===== src/rtl/decode_stage_pkg.sv =====
`default_nettype none
// ============================================================================
// Module      : decode_stage_pkg
// Description : Shared opcode/width constants and decode helpers for the
//               RV32I ALU decode stage.
// Revision    : 1.0 - initial release
// ============================================================================
package decode_stage_pkg;

    localparam int XLEN       = 32;
    localparam int REG_ADDR_W = 5;

    localparam logic [6:0] OP_R = 7'b0110011;
    localparam logic [6:0] OP_I = 7'b0010011;

    // Shift-immediates keep instr[31:25] as funct7 so SRAI is distinguishable
    function automatic logic is_shift_funct3(input logic [2:0] f3);
        return (f3 == 3'b001) || (f3 == 3'b101);
    endfunction

    function automatic logic [XLEN-1:0] sext_imm12(input logic [11:0] imm);
        return {{(XLEN-12){imm[11]}}, imm};
    endfunction

endpackage : decode_stage_pkg
`default_nettype wire


===== src/rtl/decode_stage_if.sv =====
`default_nettype none
// ============================================================================
// Module      : decode_stage_if
// Description : Fetch-side, write-back and execute-side signals of the
//               decode stage, grouped with master/slave views.
// Revision    : 1.0 - initial release
// ============================================================================
interface decode_stage_if;
    import decode_stage_pkg::*;

    logic                  in_valid;
    logic                  in_ready;
    logic [XLEN-1:0]       instr;
    logic                  wb_en;
    logic [REG_ADDR_W-1:0] wb_rd;
    logic [XLEN-1:0]       wb_data;
    logic                  out_valid;
    logic                  out_ready;
    logic [XLEN-1:0]       operand1;
    logic [XLEN-1:0]       operand2;
    logic [6:0]            funct7;
    logic [2:0]            funct3;
    logic [REG_ADDR_W-1:0] rd;
    logic                  rd_we;
    logic                  illegal;

    modport master (
        output in_valid, instr, wb_en, wb_rd, wb_data, out_ready,
        input  in_ready, out_valid, operand1, operand2, funct7, funct3,
               rd, rd_we, illegal
    );

    modport slave (
        input  in_valid, instr, wb_en, wb_rd, wb_data, out_ready,
        output in_ready, out_valid, operand1, operand2, funct7, funct3,
               rd, rd_we, illegal
    );

endinterface : decode_stage_if
`default_nettype wire


===== src/rtl/decode_stage_reg_file.sv =====
`default_nettype none
// ============================================================================
// Module      : reg_file
// Description : 32x32 register file, two async read ports with write-through
//               bypass, one sync write port, x0 hardwired to zero.
// Revision    : 1.0 - initial release
// ============================================================================
module reg_file
    import decode_stage_pkg::*;
(
    input  wire logic                  clk,
    input  wire logic                  rst_n,
    input  wire logic [REG_ADDR_W-1:0] i_rs1_addr,
    input  wire logic [REG_ADDR_W-1:0] i_rs2_addr,
    output logic      [XLEN-1:0]       o_rs1_data,
    output logic      [XLEN-1:0]       o_rs2_data,
    input  wire logic                  i_we,
    input  wire logic [REG_ADDR_W-1:0] i_wr_addr,
    input  wire logic [XLEN-1:0]       i_wr_data
);

    logic [XLEN-1:0] r_regs [1:31];
    logic [XLEN-1:0] w_regs [0:31];

    for (genvar gi = 1; gi < 32; gi++) begin : g_reg
        always_ff @(posedge clk or negedge rst_n) begin
            if (!rst_n) begin
                r_regs[gi] <= '0;
            end else if (i_we && (i_wr_addr == REG_ADDR_W'(gi))) begin
                r_regs[gi] <= i_wr_data;
            end
        end
    end

    always_comb begin
        w_regs[0] = '0;
        for (int i = 1; i < 32; i++) begin
            w_regs[i] = r_regs[i];
        end
    end

    // A same-cycle write to a nonzero source register is forwarded
    always_comb begin
        o_rs1_data = w_regs[i_rs1_addr];
        o_rs2_data = w_regs[i_rs2_addr];
        if (i_we && (i_wr_addr == i_rs1_addr) && (i_rs1_addr != '0)) begin
            o_rs1_data = i_wr_data;
        end
        if (i_we && (i_wr_addr == i_rs2_addr) && (i_rs2_addr != '0)) begin
            o_rs2_data = i_wr_data;
        end
    end

endmodule : reg_file
`default_nettype wire


===== src/rtl/decode_stage.sv =====
`default_nettype none
// ============================================================================
// Module      : decode_stage
// Description : RV32I R-type / I-type ALU decode with a single-entry
//               valid/ready output register and illegal-opcode pulse.
// Revision    : 1.0 - initial release
// ============================================================================
module decode_stage
    import decode_stage_pkg::*;
(
    input wire logic      clk,
    input wire logic      rst_n,
    decode_stage_if.slave bus
);

    logic [6:0]            w_opcode;
    logic                  w_is_r;
    logic                  w_is_i;
    logic                  w_legal;
    logic                  w_in_ready;
    logic                  w_xfer;
    logic                  w_load;
    logic [XLEN-1:0]       w_rs1_data;
    logic [XLEN-1:0]       w_rs2_data;
    logic [XLEN-1:0]       w_op2;
    logic [6:0]            w_funct7;

    logic                  r_out_valid;
    logic                  r_illegal;
    logic [XLEN-1:0]       r_operand1;
    logic [XLEN-1:0]       r_operand2;
    logic [6:0]            r_funct7;
    logic [2:0]            r_funct3;
    logic [REG_ADDR_W-1:0] r_rd;
    logic                  r_rd_we;

    reg_file u_reg_file (
        .clk        (clk),
        .rst_n      (rst_n),
        .i_rs1_addr (bus.instr[19:15]),
        .i_rs2_addr (bus.instr[24:20]),
        .o_rs1_data (w_rs1_data),
        .o_rs2_data (w_rs2_data),
        .i_we       (bus.wb_en),
        .i_wr_addr  (bus.wb_rd),
        .i_wr_data  (bus.wb_data)
    );

    assign w_opcode   = bus.instr[6:0];
    assign w_is_r     = (w_opcode == OP_R);
    assign w_is_i     = (w_opcode == OP_I);
    assign w_legal    = w_is_r || w_is_i;
    assign w_in_ready = !r_out_valid || bus.out_ready;
    assign w_xfer     = bus.in_valid && w_in_ready;
    assign w_load     = w_xfer && w_legal;

    always_comb begin
        w_op2    = w_rs2_data;
        w_funct7 = bus.instr[31:25];
        if (w_is_i) begin
            w_op2 = sext_imm12(bus.instr[31:20]);
            if (!is_shift_funct3(bus.instr[14:12])) begin
                w_funct7 = '0;
            end
        end
    end

    // Illegal words are consumed but never occupy the output register
    always_ff @(posedge clk or negedge rst_n) begin
        if (!rst_n) begin
            r_out_valid <= 1'b0;
            r_illegal   <= 1'b0;
            r_operand1  <= '0;
            r_operand2  <= '0;
            r_funct7    <= '0;
            r_funct3    <= '0;
            r_rd        <= '0;
            r_rd_we     <= 1'b0;
        end else begin
            r_illegal <= w_xfer && !w_legal;
            if (w_load) begin
                r_out_valid <= 1'b1;
                r_operand1  <= w_rs1_data;
                r_operand2  <= w_op2;
                r_funct7    <= w_funct7;
                r_funct3    <= bus.instr[14:12];
                r_rd        <= bus.instr[11:7];
                r_rd_we     <= (bus.instr[11:7] != '0);
            end else if (bus.out_ready) begin
                r_out_valid <= 1'b0;
            end
        end
    end

    assign bus.in_ready  = w_in_ready;
    assign bus.out_valid = r_out_valid;
    assign bus.illegal   = r_illegal;
    assign bus.operand1  = r_operand1;
    assign bus.operand2  = r_operand2;
    assign bus.funct7    = r_funct7;
    assign bus.funct3    = r_funct3;
    assign bus.rd        = r_rd;
    assign bus.rd_we     = r_rd_we;

endmodule : decode_stage
`default_nettype wire


===== src/flat_wrapper.sv =====
// flat-port wrapper written by rule: the top's interface ports become plain ports
module decode_stage_flat import decode_stage_pkg::*;
  (clk, rst_n, bus_in_valid, bus_instr, bus_wb_en, bus_wb_rd, bus_wb_data, bus_out_ready, bus_in_ready, bus_out_valid, bus_operand1, bus_operand2, bus_funct7, bus_funct3, bus_rd, bus_rd_we, bus_illegal);
  decode_stage_if bus_i ();
  input wire logic clk;
  input wire logic rst_n;
  input wire logic [$bits(bus_i.in_valid)-1:0] bus_in_valid;
  input wire logic [$bits(bus_i.instr)-1:0] bus_instr;
  input wire logic [$bits(bus_i.wb_en)-1:0] bus_wb_en;
  input wire logic [$bits(bus_i.wb_rd)-1:0] bus_wb_rd;
  input wire logic [$bits(bus_i.wb_data)-1:0] bus_wb_data;
  input wire logic [$bits(bus_i.out_ready)-1:0] bus_out_ready;
  output wire logic [$bits(bus_i.in_ready)-1:0] bus_in_ready;
  output wire logic [$bits(bus_i.out_valid)-1:0] bus_out_valid;
  output wire logic [$bits(bus_i.operand1)-1:0] bus_operand1;
  output wire logic [$bits(bus_i.operand2)-1:0] bus_operand2;
  output wire logic [$bits(bus_i.funct7)-1:0] bus_funct7;
  output wire logic [$bits(bus_i.funct3)-1:0] bus_funct3;
  output wire logic [$bits(bus_i.rd)-1:0] bus_rd;
  output wire logic [$bits(bus_i.rd_we)-1:0] bus_rd_we;
  output wire logic [$bits(bus_i.illegal)-1:0] bus_illegal;
  assign bus_i.in_valid = bus_in_valid;
  assign bus_i.instr = bus_instr;
  assign bus_i.wb_en = bus_wb_en;
  assign bus_i.wb_rd = bus_wb_rd;
  assign bus_i.wb_data = bus_wb_data;
  assign bus_i.out_ready = bus_out_ready;
  assign bus_in_ready = bus_i.in_ready;
  assign bus_out_valid = bus_i.out_valid;
  assign bus_operand1 = bus_i.operand1;
  assign bus_operand2 = bus_i.operand2;
  assign bus_funct7 = bus_i.funct7;
  assign bus_funct3 = bus_i.funct3;
  assign bus_rd = bus_i.rd;
  assign bus_rd_we = bus_i.rd_we;
  assign bus_illegal = bus_i.illegal;
  decode_stage u_core (.clk(clk), .rst_n(rst_n), .bus(bus_i));
endmodule

===== config.mk =====
export PLATFORM = sky130hd
export DESIGN_NAME = decode_stage_flat
export DESIGN_NICKNAME = d
export VERILOG_FILES = /design/src/rtl/decode_stage_pkg.sv /design/src/rtl/decode_stage_if.sv /design/src/rtl/decode_stage_reg_file.sv /design/src/rtl/decode_stage.sv /design/src/flat_wrapper.sv
export SDC_FILE = /design/constraint.sdc
export NUM_CORES = 2
export LEC_CHECK = 0
export CORE_ASPECT_RATIO = 0.7
export CORE_UTILIZATION = 34
export CTS_CLUSTER_SIZE = 25
export DETAILED_ROUTE_END_ITERATION = 12
export PLACE_DENSITY = 0.45
export SLEW_MARGIN = 30
export SYNTH_ARGS = -nofsm -noshare
export SYNTH_HDL_FRONTEND = slang
export SYNTH_HIERARCHICAL = 1
export SYNTH_SLANG_ARGS = --single-unit

===== constraint.sdc =====
create_clock -name clk -period 2.9 [get_ports clk]
set_clock_uncertainty 0.2 [all_clocks]
set_input_delay 0.58 -clock clk [delete_from_list [all_inputs] [get_ports clk]]
set_output_delay 0.58 -clock clk [all_outputs]
set_load 0.01 [all_outputs]

==> out/metrics.cfg <==
[outcome]
status=completed

[synthesis]
synthDistinctLibCells=49
synth_cells=3967
yosys_register_bits=1074
yosysTopAreaCell=dfrtp_1
synthTopCellsByCount=dfrtp_1 (1,074), mux2_2 (1,074), mux4_2 (399), clkbuf_1 (194), buf_2 (156)
synth-edff-count=0
netlist.area_leader.share=0.4694
yosys_warnings=6
dominantRegCellSynth=dfrtp_1
postSynth.asyncResetShare=1.000
syn-cell-area_um2=57250
ys_top_cells_by_area=dfrtp_1 (47%), mux2_2 (21%), mux4_2 (16%)
avgSynthCellArea_um2=14.43
syn_nets=4041
seq_area_frac_synth=0.4694

[final_layout]
regArea_um2=26880
final_cells=6729
multi_input_area_um2=28410
utilization=0.4221
area_growth_pct=22.79
filler_cell_count=15200
drive_gt1_frac=0.5339
num-nets-final=4476

[global_routing]
grt-ovfl-total=0
track_usage=0.2577
grt_pass1_vias=39340
grt_max_degree=91
grt_pass1_wl_mm=313.5
grt_antenna_before_repair=16

[drt]
drc_errors=0
ant_nets=0
dr.pass1.iters=7
drt-total-wl_mm=218.6
routedWlPerCell_um=32.49
avgViaCountPerCell=5.768
num_vias=38820
drt_iter0_markers=3188

[setup_path]
worstSetupPathType=input pin to flip-flop
worstSetupStartpointType=input pin
endpoint_kind=flip-flop
arrival_ps=3380
cp_data_required_time_ps=3400
crit_fanout=6

[power_and_ir_drop]
p_int_mw=33.61
max-vdd-ir-drop_v=0.0004883
p_sw_mw=13.15
p_seq_frac=0.432
power_leakage_nw=30.64
p_total_mw=46.76
power_frac_clock=0.350
switching_share=0.2812
comb_power_share=0.218
power.density_nw_per_um2=665.2

[sta]
slew_violations=0
setup_violations=0
rsz0062_at_grt=false
fin_crit_sh=0.9911
setup_ws_ps=25.85
worstMarginPinSlew_ps=920.3
slew_headroom=0.3812
fin_crit_ps=2874
hold_viol_final=0
fmax_mhz=347.9
tns_ps=0

[clock_tree]
cts_tree=yes
clock_sinks=1074
insertion_delay_ps=770
root_buffer=clkbuf_16
cts.path.max_buffers=3
cts_made_buffers=117
clk_transition_reported_paths_ps=60
htreeDepth=3

[placed_design]
place_congestion=0.8330
portBuffers=156
dp_hpwl_mm=152.8
post-place-ws_ps=-844.5
dp.cells=6504

[floorplanning]
ios=157
die_y_um=345.3
die_w_um=492.5
rows=125
initial_core_util=0.3437
dieArea_um2=170100
core-area_um2=166600

[hold_path]
hold_class=input pin to flip-flop

[job]
max-cap-violations=0

==> worst paths after layout <==
| path | startpoint | end | slack, ps | depth (start not counted) |
|---|---|---|---|---|
| max | bus_instr[23] | u_core/bus.operand2[6] | 30 | 11 |
| min | bus_instr[5] | u_core/bus.funct7[2] | 100 | 3 |
| max reg2reg | u_core/u_reg_file/r_regs[70] | u_core/bus.operand2[6] | 150 | 7 |
| min reg2reg | u_core/bus.funct3[2] | u_core/bus.funct3[2] | 300 | 1 |
| max in group asynchronous | rst_n | u_core/bus.rd[2] | 1300 | 4 |
| min in group asynchronous | rst_n | u_core/u_reg_file/r_regs[477] | 190 | 2 |
==> metrics by stage <==
stage	instance area (µm²)	hold WS [ps]
detailed placement	66100	292.2
finish	70300	100.6
CTS	70270	53.99
global route	70280	109.4
global placement	66100	289.8
floorplan	57250	84.41
==> worst max-delay path, cell delays in order <==
cell and delay [ps]:
buf_2 220, or3_1 420, buf_4 170, buf_4 140, buf_4 170, o221ai_1 180, a211oi_1 110, buf_4 200
o31ai_1 740, mux2_2 290, mux2_4 130
==> layout make-up <==
class                           count  share of cell area
Sequential cell                  1074              0.3823
Tap cell                         2222             0.03955
Clock buffer                      167             0.04950
Multi-Input combinational cell   2438              0.4041
Inverter                           30            0.001602
Timing Repair Buffer              741              0.1130
Antenna cell                       10           0.0003560
Clock inverter                     47            0.009611
==> registers in the layout, summed over array words and instances (netlist names) <==
name                      cells
u_core/bus.funct3             3
u_core/bus.funct7             7
u_core/bus.illegal            1
u_core/bus.operand1          32
u_core/bus.operand2          32
u_core/bus.out_valid          1
u_core/bus.rd                 5
u_core/bus.rd_we              1
u_core/u_reg_file/r_regs    992
==> logic make-up (layout without fill, tap and decap cells) <==
| logic type | Yosys count | after routing | share of synthesized area |
|---|---|---|---|
| mux | 1662 | 1662 | 0.4090 |
| simple gates | 270 | 270 | 0.02214 |
| buf+inv | 455 | 985 | 0.03822 |
| xor+xnor | 8 | 8 | 0.001224 |
| other cells | 0 | 10 | 0 |
| compound gates | 498 | 498 | 0.05995 |
| flops | 1074 | 1074 | 0.4694 |
==> power groups by stage <==
stage               clock [mW]  combinational, mW  sequential [mW]
CTS                       16.8               10.2             20.1
finish                    16.4               10.2             20.2
global placement             0               10.0             20.3
detailed placement           0               10.1             20.4
floorplan                    0               6.64             19.5
global route              17.4               10.9             20.6
==> routing by layer <==
layer | track usage | share of wire | up-vias
met4 | 0.05121 | 0.020 | 2
met5 | 0.01008 | 0.000059 | -
met2 | 0.3479 | 0.40 | 1343
met3 | 0.08979 | 0.091 | 248
met1 | 0.3913 | 0.49 | 21060
li1 | - | - | 16160
==> cell usage in the layout (no fill, tap or decap), types with 10 or more instances in the layout <==
cell,instances
mux2_4,82
buf_4,427
nand3_1,35
bufinv_16,16
a22oi_1,60
clkdlybuf4s50_1,145
a22o_1,48
o22ai_1,80
o31ai_1,17
inv_1,30
o211ai_1,15
clkbuf_8,30
o21ai_0,113
nor3_1,34
clkbuf_16,120
o221ai_1,17
a21oi_1,37
clkbuf_1,17
nor2_1,39
mux2i_1,80
diode_2,10
mux2_1,27
dfrtp_1,1074
mux4_2,399
mux2_2,1074
a221oi_1,49
nand2_1,94
nor2_4,10
o21bai_1,17
clkinv_2,21
buf_12,159
o22a_1,17
a211oi_1,17
==> repair_timing <==
| action | CTS | global route |
|---|---|---|
| endpoints found under the setup margin | 1 | 2 |
| hold buffers | 1 | 0 |
| hold endpoints to repair | 273 | 0 |
| setup buffers | 0 | 0 |
| resized for setup | 1 | 2 |
Power figures use the tool's default switching activity.
